`src/rtl/load_store_unit_if.sv`:
```
// rtl/load_store_unit_if.sv - req/gnt/rvalid data bus between the load/store unit and memory
`ifndef DATA_WIDTH
`define DATA_WIDTH 32
`endif

interface load_store_unit_if #(
    parameter int DATA_WIDTH = `DATA_WIDTH,
    parameter int ADDR_WIDTH = 32
);
    logic                  bus_req_o;
    logic                  bus_we_o;
    logic [ADDR_WIDTH-1:0] bus_addr_o;
    logic [3:0]            bus_be_o;
    logic [DATA_WIDTH-1:0] bus_wdata_o;
    logic                  bus_gnt_i;
    logic                  bus_rvalid_i;
    logic [DATA_WIDTH-1:0] bus_rdata_i;

    modport master (
        output bus_req_o, bus_we_o, bus_addr_o, bus_be_o, bus_wdata_o,
        input  bus_gnt_i, bus_rvalid_i, bus_rdata_i
    );

    modport slave (
        input  bus_req_o, bus_we_o, bus_addr_o, bus_be_o, bus_wdata_o,
        output bus_gnt_i, bus_rvalid_i, bus_rdata_i
    );
endinterface

```
`src/rtl/load_store_unit.sv`:
```
// rtl/load_store_unit.sv - MEM-stage load/store unit: one op at a time on a req/gnt/rvalid bus
`ifndef DATA_WIDTH
`define DATA_WIDTH 32
`endif

module load_store_unit #(
    parameter int DATA_WIDTH = `DATA_WIDTH,
    parameter int ADDR_WIDTH = 32
) (
    input  logic                  clk_i,
    input  logic                  rst_ni,
    input  logic                  req_valid_i,
    input  logic                  is_store_i,
    input  logic [2:0]            funct3_i,
    input  logic [ADDR_WIDTH-1:0] addr_i,
    input  logic [DATA_WIDTH-1:0] wdata_i,
    output logic                  stall_o,
    output logic                  done_o,
    output logic                  fault_o,
    output logic [DATA_WIDTH-1:0] rdata_o,
    load_store_unit_if.master     bus
);
    typedef enum logic [1:0] {S_IDLE, S_REQ, S_WAIT, S_DONE} state_e;

    state_e                state_q, state_d;
    logic                  is_store_q, is_store_d;
    logic [2:0]            funct3_q, funct3_d;
    logic [1:0]            off_q, off_d;
    logic                  we_q, we_d;
    logic [ADDR_WIDTH-1:0] addr_q, addr_d;
    logic [3:0]            be_q, be_d;
    logic [DATA_WIDTH-1:0] wdata_q, wdata_d;
    logic [DATA_WIDTH-1:0] rdata_q, rdata_d;
    logic                  done_q, done_d;
    logic                  fault_q, fault_d;

    logic                  illegal, misaligned;
    logic [3:0]            be_dec;
    logic [DATA_WIDTH-1:0] wdata_dec;
    logic [DATA_WIDTH-1:0] lane, load_ext;

    // Decode of the incoming op; funct3[1:0] selects the access size for both loads and stores.
    always_comb begin
        illegal    = (funct3_i == 3'b011) || (funct3_i == 3'b110) || (funct3_i == 3'b111)
                   || (is_store_i && funct3_i[2]);
        misaligned = ((funct3_i[1:0] == 2'b01) && addr_i[0])
                   || ((funct3_i[1:0] == 2'b10) && (addr_i[1:0] != 2'b00));
        be_dec     = 4'b1111;
        wdata_dec  = wdata_i;
        case (funct3_i[1:0])
            2'b00: begin
                be_dec    = 4'b0001 << addr_i[1:0];
                wdata_dec = {4{wdata_i[7:0]}};
            end
            2'b01: begin
                be_dec    = addr_i[1] ? 4'b1100 : 4'b0011;
                wdata_dec = {2{wdata_i[15:0]}};
            end
            default: ;
        endcase
    end

    always_comb begin
        lane = bus.bus_rdata_i >> {off_q, 3'b000};
        case (funct3_q)
            3'b000:  load_ext = {{(DATA_WIDTH-8){lane[7]}}, lane[7:0]};
            3'b001:  load_ext = {{(DATA_WIDTH-16){lane[15]}}, lane[15:0]};
            3'b100:  load_ext = {{(DATA_WIDTH-8){1'b0}}, lane[7:0]};
            3'b101:  load_ext = {{(DATA_WIDTH-16){1'b0}}, lane[15:0]};
            default: load_ext = lane;
        endcase
    end

    always_comb begin
        state_d    = state_q;
        is_store_d = is_store_q;
        funct3_d   = funct3_q;
        off_d      = off_q;
        we_d       = we_q;
        addr_d     = addr_q;
        be_d       = be_q;
        wdata_d    = wdata_q;
        rdata_d    = '0;
        done_d     = 1'b0;
        fault_d    = 1'b0;
        case (state_q)
            S_IDLE: begin
                if (req_valid_i) begin
                    is_store_d = is_store_i;
                    funct3_d   = funct3_i;
                    off_d      = addr_i[1:0];
                    if (illegal || misaligned) begin
                        state_d = S_DONE;
                        done_d  = 1'b1;
                        fault_d = 1'b1;
                    end else begin
                        state_d = S_REQ;
                        we_d    = is_store_i;
                        addr_d  = {addr_i[ADDR_WIDTH-1:2], 2'b00};
                        be_d    = be_dec;
                        wdata_d = wdata_dec;
                    end
                end
            end
            S_REQ: begin
                if (bus.bus_gnt_i) state_d = S_WAIT;
            end
            S_WAIT: begin
                if (bus.bus_rvalid_i) begin
                    state_d = S_DONE;
                    done_d  = 1'b1;
                    rdata_d = is_store_q ? '0 : load_ext;
                end
            end
            S_DONE: state_d = S_IDLE;
            default: state_d = S_IDLE;
        endcase
    end

    always_ff @(posedge clk_i or negedge rst_ni) begin
        if (!rst_ni) begin
            state_q    <= S_IDLE;
            is_store_q <= 1'b0;
            funct3_q   <= 3'b000;
            off_q      <= 2'b00;
            we_q       <= 1'b0;
            addr_q     <= '0;
            be_q       <= 4'b0000;
            wdata_q    <= '0;
            rdata_q    <= '0;
            done_q     <= 1'b0;
            fault_q    <= 1'b0;
        end else begin
            state_q    <= state_d;
            is_store_q <= is_store_d;
            funct3_q   <= funct3_d;
            off_q      <= off_d;
            we_q       <= we_d;
            addr_q     <= addr_d;
            be_q       <= be_d;
            wdata_q    <= wdata_d;
            rdata_q    <= rdata_d;
            done_q     <= done_d;
            fault_q    <= fault_d;
        end
    end

    // Request comes straight from the state so an async reset drops it at once.
    assign bus.bus_req_o   = (state_q == S_REQ);
    assign bus.bus_we_o    = we_q;
    assign bus.bus_addr_o  = addr_q;
    assign bus.bus_be_o    = be_q;
    assign bus.bus_wdata_o = wdata_q;
    assign stall_o = ((state_q == S_IDLE) && req_valid_i) || (state_q == S_REQ) || (state_q == S_WAIT);
    assign done_o  = done_q;
    assign fault_o = fault_q;
    assign rdata_o = rdata_q;
endmodule
```
`src/flat_wrapper.sv`:
```
// flat-port wrapper written by rule: the top's interface ports become plain ports
module load_store_unit_flat 
#(
    parameter int DATA_WIDTH = `DATA_WIDTH,
    parameter int ADDR_WIDTH = 32
)
  (clk_i, rst_ni, req_valid_i, is_store_i, funct3_i, addr_i, wdata_i, stall_o, done_o, fault_o, rdata_o, bus_bus_req_o, bus_bus_we_o, bus_bus_addr_o, bus_bus_be_o, bus_bus_wdata_o, bus_bus_gnt_i, bus_bus_rvalid_i, bus_bus_rdata_i);
  load_store_unit_if #(.DATA_WIDTH(DATA_WIDTH), .ADDR_WIDTH(ADDR_WIDTH)) bus_i ();
  input  logic clk_i;
  input  logic rst_ni;
  input  logic req_valid_i;
  input  logic is_store_i;
  input  logic [2:0] funct3_i;
  input  logic [ADDR_WIDTH-1:0] addr_i;
  input  logic [DATA_WIDTH-1:0] wdata_i;
  output logic stall_o;
  output logic done_o;
  output logic fault_o;
  output logic [DATA_WIDTH-1:0] rdata_o;
  output wire logic [$bits(bus_i.bus_req_o)-1:0] bus_bus_req_o;
  output wire logic [$bits(bus_i.bus_we_o)-1:0] bus_bus_we_o;
  output wire logic [$bits(bus_i.bus_addr_o)-1:0] bus_bus_addr_o;
  output wire logic [$bits(bus_i.bus_be_o)-1:0] bus_bus_be_o;
  output wire logic [$bits(bus_i.bus_wdata_o)-1:0] bus_bus_wdata_o;
  input wire logic [$bits(bus_i.bus_gnt_i)-1:0] bus_bus_gnt_i;
  input wire logic [$bits(bus_i.bus_rvalid_i)-1:0] bus_bus_rvalid_i;
  input wire logic [$bits(bus_i.bus_rdata_i)-1:0] bus_bus_rdata_i;
  assign bus_bus_req_o = bus_i.bus_req_o;
  assign bus_bus_we_o = bus_i.bus_we_o;
  assign bus_bus_addr_o = bus_i.bus_addr_o;
  assign bus_bus_be_o = bus_i.bus_be_o;
  assign bus_bus_wdata_o = bus_i.bus_wdata_o;
  assign bus_i.bus_gnt_i = bus_bus_gnt_i;
  assign bus_i.bus_rvalid_i = bus_bus_rvalid_i;
  assign bus_i.bus_rdata_i = bus_bus_rdata_i;
  load_store_unit #(.DATA_WIDTH(DATA_WIDTH), .ADDR_WIDTH(ADDR_WIDTH)) u_core (.clk_i(clk_i), .rst_ni(rst_ni), .req_valid_i(req_valid_i), .is_store_i(is_store_i), .funct3_i(funct3_i), .addr_i(addr_i), .wdata_i(wdata_i), .stall_o(stall_o), .done_o(done_o), .fault_o(fault_o), .rdata_o(rdata_o), .bus(bus_i));
endmodule
```
`config.mk`:
```
export PLATFORM = sky130hd
export DESIGN_NAME = load_store_unit_flat
export DESIGN_NICKNAME = d
export VERILOG_FILES = /design/src/rtl/load_store_unit_if.sv /design/src/rtl/load_store_unit.sv /design/src/flat_wrapper.sv
export SDC_FILE = /design/constraint.sdc
export NUM_CORES = 1
export LEC_CHECK = 0
export CORE_ASPECT_RATIO = 0.6
export CORE_MARGIN = 4
export CORE_UTILIZATION = 47
export CTS_CLUSTER_SIZE = 28
export DETAILED_ROUTE_END_ITERATION = 6
export PLACE_DENSITY = 0.87
export RECOVER_POWER = 25
export SYNTH_ARGS = -nofsm -noshare
export SYNTH_HDL_FRONTEND = slang
export SYNTH_SLANG_ARGS = --single-unit
```
`constraint.sdc`:
```
create_clock -name clk_i -period 3.2 [get_ports clk_i]
set_clock_uncertainty 0.1 [all_clocks]
set_input_delay 0.8 -clock clk_i [delete_from_list [all_inputs] [get_ports clk_i]]
set_output_delay 0.8 -clock clk_i [all_outputs]
set_load 0.01 [all_outputs]
```
==> results.md, run 1 <==
- Period Utilization, post-route: 0.8922
- Period minus WS final: 2.855 ns
- WHS Path Cells: 1
- Area Overhead vs Synth: 48.58%
- Maximum vdd drop: 0.6101 mV
- Detailed placement HPWL: 11,160 um
- FF-to-FF Start: u_core.off_q[1]
- Via count: around 4,000
- Overflow after GRT: 0
- Vias in the first global route: ~4,200
- Top Ports: 210
- Setup TNS: 0 ns
- Startpoint class of the critical path: input port
- Max-slew violations: 0
- Critical Path End Type: primary output
- Hold WC Path Type: flip-flop to flip-flop
- Post-synth top area cell: dfrtp_1
- Seq pwr share: 0.353
- Worst slack, placed: 0.1864 ns
- Worst Hold End: u_core.off_q[0]
- Clk buf depth: 2
- H-tree depth: 3
- Row count: 29
- Leak Pwr: 3.348 nW
- Post-Syn Area: between 5000 and 6000 um^2
- R2r endpoint: u_core.rdata_o[16]
- # setup viols final: 0
- GPL Wtd Cong: 0.8441
- Initial Utilization: 0.4863
- Core region area: 10,670 um^2
- DRC Markers: 0
- Internal power: ~4.4 mW
- Cells after Synth: 378
- Most common cell in the netlist: dfrtp_1
- Die H: 89.38 um
- Hold Crit Start: u_core.off_q[0]
- Synth Flop Type: dfrtp_1
- Cts hold-fix bufs: 0
- PortBufs: 207
- Worst endpoint required time: around 2.3 ns
- Sw Ratio: 0.3212
- Final antenna-violating net count: 0
- Cell variety after synth: 44
- Max Cap Viol: 0
- PwrDens: 834.9 nW/um^2
- GRT Overall Usage: 0.2266
- Die Wd: 143.6 um
- Vias per std cell: 5.415
- Number of synthesized flops with an enable pin: 0
- Post-cts sizing count: 0
- R2R cell count: 4
- Status: completed
- CTS tree: done
- Pin count of the biggest net entering global routing: between 50 and 60
- DIE AREA: 12,840 um^2
- Worst skew pair latency: 0.35 ns
- Global-route wire length before repair: 22,320 um
- Sink Count: about 110
- WL/cell: 19.88 um
- Post-CTS setup buffers: 0
- Comb power frac: 0.468
- Crit Path Class: input port to primary output
- Critical path fanouts, max: 2
- Router iterations before antenna repair: 5
- Detailed Route WL: 14,610 um
- Initial antenna violation count: 0
- Fin. Hold Viols: 0
- Area share of the largest cell type after synthesis: 0.5258
- Peak Freq: 350.3 MHz
- NetSw: 2.067 mW
- Share of cells above drive strength 1: 0.2248
- Antenna cells: 0
- #FFs+latches synth: 109
- Yosys warns: 0
- RSZ-0062 raised after global routing: false
- Setup slack, reg-to-reg: about 0.96 ns
- Arr. time, crit path: 1.95 ns
- DR iter-0 viols: 217
- Final #Nets: 699
- Reg clk slew, reported paths: around 0.070 ns
- CTS buffer count: 9
- Crit path setup slack, layout: ~0.35 ns
- Rel. slew slack: 0.04501
- Most frequent cells after synthesis: dfrtp_1, mux2_4, mux2_2, mux2i_1
- Post-synthesis sequential area ratio: 0.5258
- Synth top area cells: dfrtp_1, mux2_4, mux2_2
- CTS Root Cell: clkbuf_16
- Ys async rst share: 1.000
- Mean area per synthesized cell: 13.72 um^2
- Measured slew at the worst slew-check pin: approximately 1.4 ns
- Clk pwr share: 0.178
-- worst max-delay path: stages --
cell and delay (ns):
clkdlybuf4s50_1 0.48, nand2_1 0.07, nand2_1 0.07, clkdlybuf4s50_1 0.54
-- placed cells by master, fill, tap and decap left out, drive strengths merged, types with 3 or more instances in the layout --
cell type and instances:
mux2i 18, a221oi 8, nor2 7, clkdlybuf4s50 206
o22ai 17, nand2 13, nand2b 3, nor2b 9
a211oi 14, ha 3, o21ai 10, clkinv 3
inv 18, mux2 92, dfrtp 109, clkbuf 12
nor3 8, buf 18
-- worst max path at each step --
stage | startpoint | endpoint | slack [ns] | cells after the start
2_1_floorplan | addr_i[1] | u_core.bus.bus_addr_o[10] | 0.85 | 5
3_3_place_gp | addr_i[1] | u_core.bus.bus_wdata_o[19] | 0.23 | 6
3_5_place_dp | addr_i[1] | u_core.bus.bus_wdata_o[17] | 0.19 | 6
4_1_cts | req_valid_i | stall_o | 0.34 | 4
5_1_grt | req_valid_i | stall_o | 0.29 | 4
6_report | req_valid_i | stall_o | 0.35 | 4
-- power groups by stage --
stage               Clock (mW)  Sequential (mW)  Combinational (mW)
CTS                       1.17             2.28                3.03
floorplan                    0             2.42                1.34
global placement             0             2.27                2.94
detailed placement           0             2.29                3.02
global route              1.22             2.35                3.21
finish                    1.15             2.27                3.01
-- layout make-up --
cell class | instances | area [um^2]
Inverter | 17 | 63.81
Fill cell | 731 | 2960
Multi-Input combinational cell | 228 | 2191
Timing Repair Buffer | 226 | 2243
Clock buffer | 10 | 239.0
Tap cell | 139 | 173.9
Clock inverter | 6 | 68.82
Sequential cell | 109 | 2728
-- state kept, by name (all words and copies together), names as in the netlist --
signal	cells
u_core.bus.bus_wdata_o	32
u_core.rdata_o	32
u_core.bus.bus_addr_o	30
u_core.bus.bus_be_o	4
u_core.funct3_q	3
u_core.off_q	2
u_core.state_q	2
u_core.bus.bus_we_o	1
u_core.done_o	1
u_core.fault_o	1
u_core.is_store_q	1
-- metal layers --
metal	vias to the layer above	wire length (um)	GRT usage
met1	1971	6423	0.3082
li1	1797	-	-
met2	187	6501	0.3442
met3	25	1425	0.08391
met5	-	0	0
met4	0	263	0.06410
-- logic make-up after synthesis --
group / Yosys count / synth area share
mux: 111 / 0.2735
flops: 109 / 0.5258
compound gates: 63 / 0.08925
simple gates: 48 / 0.04921
buf+inv: 42 / 0.05258
fa+ha+maj: 3 / 0.007237
other cells: 1 / 0.0007229
xor+xnor: 1 / 0.001689
-- metrics by stage --
stage / power, mW / area (um^2) / hold slack [ns] / util / cells
finish: 6.435 / 7707 / 0.4114 / 0.7225 / 735
floorplan: 3.767 / 5191 / 0.3699 / - / 379
detailed placement: 5.306 / 7406 / 0.3926 / 0.6942 / 719
global route: 6.788 / 7707 / 0.4213 / 0.7225 / 735
CTS: 6.484 / 7714 / 0.2520 / 0.7231 / 735
global placement: 5.206 / 7406 / 0.3843 / 0.6942 / 719
No activity file was read; power rests on OpenSTA's default activity.
==> run 2: changes to the inputs <==
==> constraint.sdc (replaced) <==
create_clock -name clk_i -period 3.2 [get_ports clk_i]
set_clock_uncertainty 0.1 [all_clocks]
set_input_delay 0.48 -clock clk_i [delete_from_list [all_inputs] [get_ports clk_i]]
set_output_delay 0.48 -clock clk_i [all_outputs]
set_load 0.01 [all_outputs]
==> run 2 against run 1 <==
The flow now finishes with violations (max-capacitance violations, max-slew violations). First-iteration DRC count up 18%. Sequential share of layout area is 0.61 points higher. Global-route usage shrank 0.35 points. Die area unchanged. Fmax grew 5.7%.
==> results.md, run 2 (synthesis gave the netlist of run 1 again) <==
- Maximum vdd drop: 0.5403 mV (-11%)
- Commonest non-fill, non-tap cell in the layout: clkdlybuf4s50_1
- Setup TNS: 0 ns (unchanged)
- Fin. Hold Viols: 0 (unchanged)
- PwrDens: 831.4 nW/um^2 (-0.43%)
- CTS tree: done
- Critical Path End Type: primary output
- Vias per std cell: 5.384 (-0.57%)
- Storage element area: 2728 um^2 (unchanged)
- Crit Path Class: flip-flop to primary output
- Startpoint class of the critical path: flip-flop
- DIE AREA: 12,840 um^2 (unchanged)
- Router iterations before antenna repair: 4 (-1)
- WL/cell: 20.01 um (+0.65%)
- Detailed placement HPWL: 10,940 um (-2.0%)
- Period Utilization, post-route: 0.8442 (-0.04800)
- Peak Freq: 370.2 MHz (+5.7%)
- DR iter-0 viols: 257 (+18%)
- Overflow after GRT: 0 (unchanged)
- Share of cells above drive strength 1: 0.2103 (-0.01458)
- Clk buf depth: 2 (unchanged)
- Initial antenna violation count: 0 (unchanged)
- Arr. time, crit path: 2.12 ns (+0.17 ns)
- Rel. slew slack: -0.1769 (-0.2219)
- Global-route wire length before repair: 22,270 um (-0.22%)
- Die H: 89.38 um (unchanged)
- GRT Overall Usage: 0.2231 (-0.003498)
- Initial Utilization: 0.4863 (unchanged)
- Detailed Route WL: 14,490 um (-0.86%)
- H-tree depth: 3 (unchanged)
- PortBufs: 207 (unchanged)
- Worst endpoint required time: 2.62 ns (+0.32 ns)
- Row count: 29 (unchanged)
- Measured slew at the worst slew-check pin: 1.765 ns (+0.3328 ns)
- RSZ-0062 raised after global routing: false
- Period minus WS final: 2.701 ns (-0.1536 ns)
- Vias in the first global route: 4,193 (+0.58%)
- Area Overhead vs Synth: 46.07%
- Critical path fanouts, max: 14 (+12)
- Cts hold-fix bufs: 0 (unchanged)
- GPL Wtd Cong: 0.8622 (+2.1%)
- Post-CTS setup buffers: 0 (unchanged)
- Status: complete, but fails checks
- Reg clk slew, reported paths: 0.07 ns (about the same)
- Leak Pwr: 3.271 nW (-2.3%)
- Core region area: 10,670 um^2 (unchanged)
- Top Ports: 210 (unchanged)
- Sink Count: 109 (unchanged)
- Antenna cells: 0 (unchanged)
- Total chip power: 6.299 mW (-2.1%)
- Worst skew pair latency: 0.34 ns (about the same)
- Fill count: 749 (+2.5%)
- Via count: 3,898 (-2.1%)
- Final antenna-violating net count: 0 (unchanged)
- DRC Markers: 0 (unchanged)
- Die Wd: 143.6 um (unchanged)
- Pin count of the biggest net entering global routing: 73 (+40%)
- Final #Nets: 688 (-1.6%)
- # setup viols final: 0 (unchanged)
- Max-slew violations: 73 (+73)
- Max Cap Viol: 1 (+1)
- Post-cts sizing count: 0 (unchanged)
- Commonest non-fill, non-tap cells in the layout: clkdlybuf4s50_1, dfrtp_1, mux2_4, mux2_2, mux2i_1
- CTS Root Cell: clkbuf_16
- Multi-input logic area: 2191 um^2 (unchanged)
- Failing checks: max-capacitance violations, max-slew violations
- CTS buffer count: 9 (unchanged)
- Hold WC Path Type: flip-flop to flip-flop
## run 2: final cells by class
cell class	count	area share
clock buffer	10	0.03154
timing repair buffer	215	0.2819
multi-input combinational	228	0.2891
clock inverter	6	0.006110
sequential	109	0.3600
tap	139	0.02295
inverter	17	0.008421
## run 2: critical path, stage by stage, from the launching register on
cell and delay [ns]:
dfrtp_1 0.40, inv_1 0.10, ha_1 0.23, nand2_1 0.34, nand2_1 0.15, clkdlybuf4s50_1 0.56
## run 2: worst paths after layout
| path | endpoint | startpoint | slack (ns) | cells after the start |
|---|---|---|---|---|
| worst min register to register | u_core.bus.bus_be_o[3] | u_core.bus.bus_be_o[3] | 0.40 | 1 |
| worst min-delay path | u_core.bus.bus_be_o[3] | u_core.bus.bus_be_o[3] | 0.40 | 1 |
| worst max-delay path | stall_o | u_core.state_q[1] | 0.50 | 5 |
| worst max register to register | u_core.bus.bus_wdata_o[20] | u_core.state_q[1] | 0.82 | 6 |
| min in group asynchronous | u_core.bus.bus_be_o[3] | rst_ni | 0.50 | 1 |
| max in group asynchronous | u_core.bus.bus_wdata_o[1] | rst_ni | 0.90 | 2 |
## run 2: metal layers
layer,track usage,vias to the layer above,share of wire
met4,0.04957,0,0.014
met2,0.3586,173,0.46
li1,-,1774,-
met5,0,-,0
met1,0.2967,1935,0.43
met3,0.07696,16,0.10
## run 2: metrics by stage
step	util	cell area (um^2)	std cells	hold WS [ns]	worst slack, ns
after detailed placement	0.6841	7298	708	0.3809	0.3465
after floorplan	-	5191	379	0.08441	1.166
after global placement	0.6841	7298	708	0.3815	0.4175
after global routing	0.7103	7577	724	0.4252	0.2960
final	0.7103	7577	724	0.3958	0.4986
after CTS	0.7109	7584	724	0.1931	0.4809
## run 2: power breakdown
part / switching, mW / internal, mW / total, mW
clock: 0.507 / 0.555 / 1.06
combinational: 1.22 / 1.79 / 3.00
sequential: 0.322 / 1.91 / 2.23
total: 2.04 / 4.25 / 6.30
==> run 3: changes to the inputs <==
--- a/config.mk
+++ b/config.mk
@@ -7,10 +7,10 @@
 export LEC_CHECK = 0
 export CORE_ASPECT_RATIO = 0.6
 export CORE_MARGIN = 4
-export CORE_UTILIZATION = 47
+export CORE_UTILIZATION = 44
 export CTS_CLUSTER_SIZE = 28
 export DETAILED_ROUTE_END_ITERATION = 6
-export PLACE_DENSITY = 0.87
+export PLACE_DENSITY = 0.82
 export RECOVER_POWER = 25
 export SYNTH_ARGS = -nofsm -noshare
 export SYNTH_HDL_FRONTEND = slang
==> constraint.sdc (replaced) <==
create_clock -name clk_i -period 2.8 [get_ports clk_i]
set_clock_uncertainty 0.1 [all_clocks]
set_input_delay 0.42 -clock clk_i [delete_from_list [all_inputs] [get_ports clk_i]]
set_output_delay 0.42 -clock clk_i [all_outputs]
set_load 0.01 [all_outputs]
==> run 3 against run 2 <==
The run now ends clean. Die area increased by 6.3%. Global-route usage is 0.43 points lower. Count of clock-buffer cells in the layout unchanged. Setup slack worse by 0.15 ns. Cell area is 1.8% higher. First-iteration DRC count shrank 39%. Non-clock buffer count is 12 higher. Worst hold slack lost 0.18 ns. Sequential power up 15%. Core utilization is 3.5 points lower. Sequential share of layout area down 0.62 points. Critical path type unchanged. Highest routed layer unchanged.
==> results.md, run 3 (synthesis gave the netlist of run 1 again) <==
- DR iter-0 viols: 158 (-39%)
- Post-CTS setup buffers: 0 (unchanged)
- # setup viols final: 0 (unchanged)
- Final #Nets: 700 (+1.7%)
- Period minus WS final: around 2.5 ns
- Rel. slew slack: 0.1983 (+0.3751)
- WL/cell: 19.59 um (-2.1%)
- Pin count of the biggest net entering global routing: 62 (-15%)
- Cts hold-fix bufs: 0 (unchanged)
- Router iterations before antenna repair: 4 (unchanged)
- Detailed Route WL: 14,810 um (+2.2%)
- Clk buf depth: 2 (unchanged)
- Initial antenna violation count: 0 (unchanged)
- Row count: 30 (+3.4%)
- Detailed placement HPWL: 11,350 um (+3.8%)
- Startpoint class of the critical path: flip-flop
- Antenna cells: 0 (unchanged)
- Final antenna-violating net count: 0 (unchanged)
- Reg clk slew, reported paths: 0.07 ns (about the same)
- PwrDens: 943.5 nW/um^2 (+13%)
- Status: completed
- Buf/Inv on CP: 2 (unchanged)
- Global-route wire length before repair: 23,470 um (+5.4%)
- Fin. Hold Viols: 0 (unchanged)
- Maximum vdd drop: 0.4954 mV (-8.3%)
- CTS Root Cell: clkbuf_16
- Hold WC Path Type: input port to async pin
- Via count: 3,926 (+0.72%)
- Share of cells above drive strength 1: 0.2265 (+0.01625)
- Die Wd: 148.2 um (+3.2%)
- GPL Wtd Cong: 0.8781 (+1.8%)
- Measured slew at the worst slew-check pin: 1.203 ns (-0.5627 ns)
- Post-cts sizing count: 0 (unchanged)
- Top Ports: 210 (unchanged)
- Core region area: 11,410 um^2 (+7.0%)
- Die H: 92.11 um (+3.1%)
- Overflow after GRT: 0 (unchanged)
- Fill count: 871 (+16%)
- Initial Utilization: 0.4546 (-0.03167)
- Leak Pwr: 3.344 nW (+2.2%)
- Commonest non-fill, non-tap cells in the layout: clkdlybuf4s50_1, dfrtp_1, mux2_4, mux2_2, mux2i_1
- Max Cap Viol: 0 (-1)
- Worst endpoint required time: 2.28 ns (-0.34 ns)
- Final Instance Count excl. Fillers: 756 (+4.4%)
- Sink Count: 109 (unchanged)
- Area Overhead vs Synth: 48.63%
- RSZ-0062 raised after global routing: false
- Slowest stage cell, crit path: clkdlybuf4s50_1
- Critical path fanouts, max: 6 (-8)
- Max-slew violations: 0 (-100%)
- DIE AREA: 13,650 um^2 (+6.3%)
- DRC Markers: 0 (unchanged)
- Critical path's top delay family: buffers and inverters
- GRT Overall Usage: 0.2187 (-0.004348)
- Critical Path End Type: primary output
- Arr. time, crit path: 1.94 ns (-0.18 ns)
- Max stage delay on crit path: 0.54 ns (-0.02 ns)
- H-tree depth: 3 (unchanged)
- CP cell instances: inv_1, ha_1, nand2_1, nand2_1, clkdlybuf4s50_1
- Crit Path Class: flip-flop to primary output
- Worst skew pair latency: 0.34 ns (about the same)
- CTS tree: done
- Setup TNS: 0 ns (unchanged)
- Commonest non-fill, non-tap cell in the layout: clkdlybuf4s50_1
- Period Utilization, post-route: 0.8772
- Vias per std cell: 5.193 (-3.5%)
- PortBufs: 207 (unchanged)
- Cell mode on critical path: nand2_1
- CTS buffer count: 9 (unchanged)
- Peak Freq: slightly above 400 MHz
- Vias in the first global route: 4,170 (-0.55%)
- Fin Hold WS: 0.2120 ns (-0.1839 ns)
- DP Cell Count: 741 (+4.7%)
==> run 3: cell count changes in the layout (fill, tap and decap cells not counted), sizes merged <==
cell and delta:
buf +12, clkinv +2, clkinvlp -2, inv -1
==> run 3: path summary, 6_finish.rpt <==
| check | startpoint | end | slack [ns] | cells after the start |
|---|---|---|---|---|
| max in group asynchronous | rst_ni | u_core.bus.bus_addr_o[27] | 0.81 | 2 |
| worst min-delay path | rst_ni | u_core.state_q[0] | 0.21 | 1 |
| worst min register to register | u_core.is_store_q | u_core.is_store_q | 0.41 | 1 |
| min in group clk_i | u_core.is_store_q | u_core.is_store_q | 0.41 | 1 |
| worst max-delay path | u_core.state_q[0] | stall_o | 0.34 | 5 |
| worst max register to register | u_core.state_q[0] | u_core.rdata_o[24] | 0.59 | 5 |
==> run 3: through the flow <==
step | area (um^2) | power, mW | util | setup WS (ns)
after floorplan | 5191 | 4.305 | - | 0.8263
after global placement | 7440 | 5.965 | 0.6520 | 0.2248
after detailed placement | 7440 | 6.071 | 0.6520 | 0.1765
after CTS | 7725 | 7.331 | 0.6770 | 0.3290
after global routing | 7710 | 7.683 | 0.6757 | 0.2059
final | 7710 | 7.274 | 0.6757 | 0.3438
==> run 3: layout make-up <==
type / instances / area [um^2] / area share
sequential: 109 / 2728 / 0.3538
multi-input combinational: 228 / 2191 / 0.2842
tap: 160 / 200.2 / 0.02597
inverter: 17 / 63.81 / 0.008277
clock inverter: 5 / 46.29 / 0.006005
clock buffer: 10 / 239.0 / 0.03100
timing repair buffer: 227 / 2242 / 0.2908
==> run 3: worst register-to-register path, delay by kind of cell (launching register included) <==
family / cells / cell delay (ns)
simple gates: 2 / 0.92
flops: 1 / 0.38
compound gates: 1 / 0.33
fa+ha+maj: 1 / 0.25
buf+inv: 1 / 0.11
==> run 3: report_power, final <==
part | switching [mW] | internal [mW] | total (mW) | leakage (nW)
Combinational | 1.39 | 2.09 | 3.48 | 1.82
Sequential | 0.381 | 2.19 | 2.57 | 1.38
Clock | 0.592 | 0.637 | 1.23 | 0.141
Total | 2.36 | 4.91 | 7.27 | 3.34
==> run 3: layer usage <==
metal	track usage	part of all wire	routed length, um
met1	0.3035	0.46	6777
met2	0.3355	0.45	6663
met3	0.06864	0.081	1196
met4	0.05380	0.012	176
met5	0	0	0
